### src/rtl/key_repeat_pkg.sv
// Shared definitions for the key auto-repeat block: FSM state encoding and
// tick-counter width.
package key_repeat_pkg;

    localparam int CNT_W = 10;

    typedef enum logic [1:0] {
        ST_IDLE   = 2'd0,
        ST_WAIT   = 2'd1,
        ST_REPEAT = 2'd2
    } state_e;

endpackage

### src/rtl/key_repeat.sv
// Key auto-repeat: one pulse on press, a second after DELAY_TICKS ticks, then
// one every RATE_TICKS ticks while held; counts pulses per hold (saturating).
module key_repeat
    import key_repeat_pkg::*;
#(
    parameter int unsigned DELAY_TICKS = 500,
    parameter int unsigned RATE_TICKS  = 60
) (
    input  logic       clk,
    input  logic       rst_n,
    input  logic       tick,
    input  logic       key_in,
    output logic       pulse_out,
    output logic       repeating,
    output logic [7:0] pulse_cnt
);

    localparam logic [CNT_W-1:0] DELAY_LAST = CNT_W'(DELAY_TICKS - 1);
    localparam logic [CNT_W-1:0] RATE_LAST  = CNT_W'(RATE_TICKS - 1);

    state_e           state_q;
    logic [CNT_W-1:0] tcnt_q;
    logic             pulse_q;
    logic             repeating_q;
    logic [7:0]       pulse_cnt_q;
    logic [7:0]       pulse_cnt_d;

    // Saturating increment used for every repeat pulse.
    always_comb begin
        pulse_cnt_d = pulse_cnt_q;
        if (pulse_cnt_q != 8'hFF) begin
            pulse_cnt_d = pulse_cnt_q + 8'd1;
        end
    end

    always_ff @(posedge clk or negedge rst_n) begin
        if (!rst_n) begin
            state_q     <= ST_IDLE;
            tcnt_q      <= '0;
            pulse_q     <= 1'b0;
            repeating_q <= 1'b0;
            pulse_cnt_q <= '0;
        end else begin
            pulse_q <= 1'b0;
            case (state_q)
                ST_IDLE: begin
                    if (key_in) begin
                        state_q     <= ST_WAIT;
                        tcnt_q      <= '0;
                        pulse_q     <= 1'b1;
                        pulse_cnt_q <= 8'd1;
                    end
                end
                ST_WAIT: begin
                    // Release takes priority over a coincident terminal tick.
                    if (!key_in) begin
                        state_q <= ST_IDLE;
                        tcnt_q  <= '0;
                    end else if (tick) begin
                        if (tcnt_q == DELAY_LAST) begin
                            state_q     <= ST_REPEAT;
                            repeating_q <= 1'b1;
                            tcnt_q      <= '0;
                            pulse_q     <= 1'b1;
                            pulse_cnt_q <= pulse_cnt_d;
                        end else begin
                            tcnt_q <= tcnt_q + 1'b1;
                        end
                    end
                end
                ST_REPEAT: begin
                    if (!key_in) begin
                        state_q     <= ST_IDLE;
                        repeating_q <= 1'b0;
                        tcnt_q      <= '0;
                    end else if (tick) begin
                        if (tcnt_q == RATE_LAST) begin
                            tcnt_q      <= '0;
                            pulse_q     <= 1'b1;
                            pulse_cnt_q <= pulse_cnt_d;
                        end else begin
                            tcnt_q <= tcnt_q + 1'b1;
                        end
                    end
                end
                default: begin
                    state_q     <= ST_IDLE;
                    repeating_q <= 1'b0;
                    tcnt_q      <= '0;
                end
            endcase
        end
    end

    assign pulse_out = pulse_q;
    assign repeating = repeating_q;
    assign pulse_cnt = pulse_cnt_q;

endmodule

### config.mk
export PLATFORM = sky130hd
export DESIGN_NAME = key_repeat
export DESIGN_NICKNAME = d
export VERILOG_FILES = /design/src/rtl/key_repeat_pkg.sv /design/src/rtl/key_repeat.sv
export SDC_FILE = /design/constraint.sdc
export NUM_CORES = 1
export LEC_CHECK = 0
export ABC_CLOCK_PERIOD_IN_PS = 2900
export CAP_MARGIN = 20
export CORE_AREA = 2 2 73 75
export DETAILED_ROUTE_END_ITERATION = 8
export DIE_AREA = 0 0 75 77
export PLACE_DENSITY = 0.46
export SKIP_CTS_REPAIR_TIMING = 1
export SLEW_MARGIN = 20
export SYNTH_ARGS = -nofsm -noshare
export SYNTH_HDL_FRONTEND = slang
export SYNTH_SLANG_ARGS = --single-unit
### constraint.sdc
create_clock -name clk -period 2.9 [get_ports clk]
set_clock_uncertainty 0.15 [all_clocks]
set_input_delay 0.435 -clock clk [delete_from_list [all_inputs] [get_ports clk]]
set_output_delay 0.435 -clock clk [all_outputs]
set_load 0.02 [all_outputs]
==> results.txt <==
* Result of the run: complete, no violations
* Required time worst endpoint: 2.90 ns
- Clock root cell: sky130_fd_sc_hd__clkbuf_8
* Effective utilization at floorplan: 0.289
- Initial antenna violation count: 0
- For this block, the initial DRC count from the detailed router was 79.
- Routed wire length per instance: 14.4 um
- Cell type contributing the most total cell area after synthesis: sky130_fd_sc_hd__dfrtp_1
* Count of standard-cell rows: 26
- Synth warnings: 0
- Worst-path clk slew: 0.08 ns
* Final GP Congestion: 0.782
- For this run, the total global-route usage over all layers was measured as 0.125.
- After global routing the overflow that remains totals 0.
- Total of buffers placed on input and output ports: 13
- The worst setup path is captured at a flip-flop.
- Layout area overhead: 16.6%
- Clock net sink count: 22
- In this run the cell area of the synthesized design comes to 1440 um2.
* Setup total negative slack: 0 ns
- At the worst endpoint, the arrival time is 2.40 ns.
* Seq. cell area: 551 um2
- Final number of setup-violating endpoints: 0
* Total design power: 0.00124 W
- Of all nets on the critical path, the largest fanout is 10.
* Finished Cell Area: 1680 um2
- Diodes inserted: 0
- Wire length on met2: 1.55 mm
- Die footprint: 5780 um2
- Final WL: 3.39 mm
- Cell area after placement: 1640 um2
* Vias per cell: 5.11
* Total nets after synthesis: 163
- After detailed routing, the met3 layer carries 119 um of wire.
- Clock Latency Late Sink: 0.26 ns
- Routed signal wires occupy layers up through met4.
* Least-Margin Pin Slew: 0.529 ns
* Synthesized flop and latch total: 22
* First-pass iteration count of the detailed router: 4
* Highest clock rate: 418 MHz
- Largest cells by area after synthesis: sky130_fd_sc_hd__dfrtp_1, sky130_fd_sc_hd__o21ai_0, sky130_fd_sc_hd__ha_1
* Maximum number of pins on one net before global-route repair: 23
* Count of boundary I/O pins: 14
* Endpoints failing hold: 0
- Buffers inserted during clock tree synthesis total 3.
- Wire length of the first global-routing pass: 5.62 mm
* Std-Cell Core Area: 4980 um2
* Critical Path Start Type: flip-flop
* Slowest library cell on the worst path: sky130_fd_sc_hd__dfrtp_1
- The final route contains 1200 vias.
- Final design utilization: 0.337
* Met1 WL: 1.69 mm
- After detailed routing, the number of remaining DRC violations is 0.
- For this design the ratio of total power to cell area is 741 nW/um2.
* Post-DP HPWL: 2.47 mm
- Share of cells above drive strength 1: 0.109
- The number of pins with negative max-slew slack in the final report came to 0.
- The filler cells instantiated in the layout total 515.
- Number of unique standard cell types used by synthesis: 42
- Worst stage delay on the critical path: 0.42 ns
- Die height: 77 um
* Max-slew headroom at the worst pin: 0.643
- Unrepaired setup endpoints after global routing: false
- Antenna-violating nets left: 0
- In the finished design, the share of the clock period the worst path needs comes to 0.826.
* Minimum period implied by the final worst setup slack: 2.39 ns
* Via count of the first global-routing pass: 1135
* Proportion of netlist area held by the largest area contributor: 0.383
* Net count of the finished layout: 177
- Crit-path cells: inv_1, ha_1, o21ba_1, o32ai_1, o311ai_4, or2_1, a21o_1
- Final hold analysis gives a worst-case slack of 0.363 ns.
- The multi-input combinational cells in the finished layout cover a total of 833 um2.
- The critical path in this run is classified as flip-flop to flip-flop.
* Number of enable-type register cells in the synthesized netlist: 0
- Most instantiated flip-flop cell in the synthesis netlist: sky130_fd_sc_hd__dfrtp_1
- IR drop worst, VDD: 0.249 mV
* Cell count after synthesis: 153
* TritonCTS clock tree: built
- No sink is reached through more buffers than the 2 on the longest clock path.
- The floorplan step set the die width to 75 um.
- Across the run, the number of max-cap violations was 0.
- CTS built an H-tree with a depth of 1.
- Cell leakage power: 0.747 nW
- Post-synthesis sequential area ratio: 0.383
- After synthesis, the mean cell area works out to 9.40 um2.
- In the synthesized netlist the async set-or-reset flop fraction comes to 1.00.
- Min-Delay Path Class: flip-flop to flip-flop
[cell usage in the layout (no fill, tap or decap), types with 2 or more instances in the layout]
| cell type | synthesis | routed |
|---|---|---|
| sky130_fd_sc_hd__nor2_1 | 8 | 8 |
| sky130_fd_sc_hd__mux2i_1 | 3 | 3 |
| sky130_fd_sc_hd__nor2_2 | 2 | 2 |
| sky130_fd_sc_hd__o21ai_0 | 16 | 16 |
| sky130_fd_sc_hd__o221ai_2 | 2 | 2 |
| sky130_fd_sc_hd__clkbuf_8 | 0 | 3 |
| sky130_fd_sc_hd__a21oi_1 | 3 | 3 |
| sky130_fd_sc_hd__a22o_1 | 7 | 7 |
| sky130_fd_sc_hd__nand2_1 | 16 | 16 |
| sky130_fd_sc_hd__clkdlybuf4s50_1 | 0 | 13 |
| sky130_fd_sc_hd__nand3b_1 | 6 | 6 |
| sky130_fd_sc_hd__inv_1 | 5 | 5 |
| sky130_fd_sc_hd__and3_1 | 8 | 8 |
| sky130_fd_sc_hd__a21o_1 | 2 | 2 |
| sky130_fd_sc_hd__nand3_1 | 9 | 9 |
| sky130_fd_sc_hd__a31oi_1 | 3 | 3 |
| sky130_fd_sc_hd__ha_1 | 6 | 6 |
| sky130_fd_sc_hd__o32ai_1 | 2 | 2 |
| sky130_fd_sc_hd__mux2_2 | 3 | 3 |
| sky130_fd_sc_hd__nor2b_1 | 5 | 5 |
| sky130_fd_sc_hd__buf_4 | 1 | 2 |
| sky130_fd_sc_hd__dfrtp_1 | 22 | 22 |
[per-stage QoR]
step | setup slack [ns] | std cells
3_5_place_dp | 0.418 | 232
6_report | 0.506 | 235
5_1_grt | 0.355 | 235
2_1_floorplan | 0.717 | 153
4_1_cts | 0.504 | 235
3_3_place_gp | 0.454 | 232
[worst paths after layout]
check	start	end	slack, ns	cells past startpoint
min reg2reg	tcnt_q[1]	tcnt_q[1]	0.36	2
max in group asynchronous	rst_n	pulse_cnt[1]	1.99	2
min	tcnt_q[1]	tcnt_q[1]	0.36	2
max	state_q[0]	pulse_cnt[5]	0.51	7
min in group asynchronous	rst_n	state_q[1]	0.37	2
max reg2reg	state_q[0]	pulse_cnt[5]	0.51	7
[state kept, by name (all words and copies together), names as in the netlist]
signal	count
state_q	2
pulse_cnt	8
repeating	1
pulse_out	1
tcnt_q	10
[cell usage after synthesis (all sizes together) (2+ instances only)]
| library cell | count |
|---|---|
| o21ai | 17 |
| nand3 | 9 |
| and3 | 8 |
| a31oi | 3 |
| a21oi | 3 |
| inv | 5 |
| nor2 | 10 |
| mux2 | 3 |
| mux2i | 3 |
| nor2b | 5 |
| a22o | 8 |
| nand2 | 16 |
| buf | 3 |
| dfrtp | 22 |
| clkbuf | 3 |
| ha | 6 |
| o32ai | 2 |
| nand3b | 6 |
| o221ai | 2 |
| a21o | 2 |
[kinds of logic after synthesis]
group	count (synthesis)	share of synthesized area
multiplexers	6	0.0444
buffers and inverters	11	0.0374
adder cells (fa/ha/maj)	6	0.0522
AO/OA/AOI/OAI	44	0.233
AND/OR/NAND/NOR	64	0.250
flip-flops	22	0.383
[routing by layer]
metal,track usage,up-vias
li1,-,589
met1,0.185,586
met2,0.184,23
met3,0.0210,2
met4,0.0393,0
met5,0,-
[final cells by class]
type / count / share of cell area
inverter: 5 / 0.0112
multi-input combinational: 120 / 0.497
timing repair buffer: 15 / 0.0866
tap: 70 / 0.0522
clock buffer: 3 / 0.0246
sequential: 22 / 0.328
[power by group]
group | total [W] | internal (W) | switching, W
combinational | 0.000616 | 0.000268 | 0.000348
sequential | 0.000433 | 0.000366 | 0.0000677
clock | 0.000193 | 0.0000927 | 0.000100
[worst max-delay path: cells and delay by family (launching register included)]
family          cells  cell delay (ns)
buf+inv             1             0.08
flops               1             0.42
simple gates        1             0.37
fa+ha+maj           1             0.33
compound gates      4             0.93
Note: power is estimated with default switching activity, not from simulation.
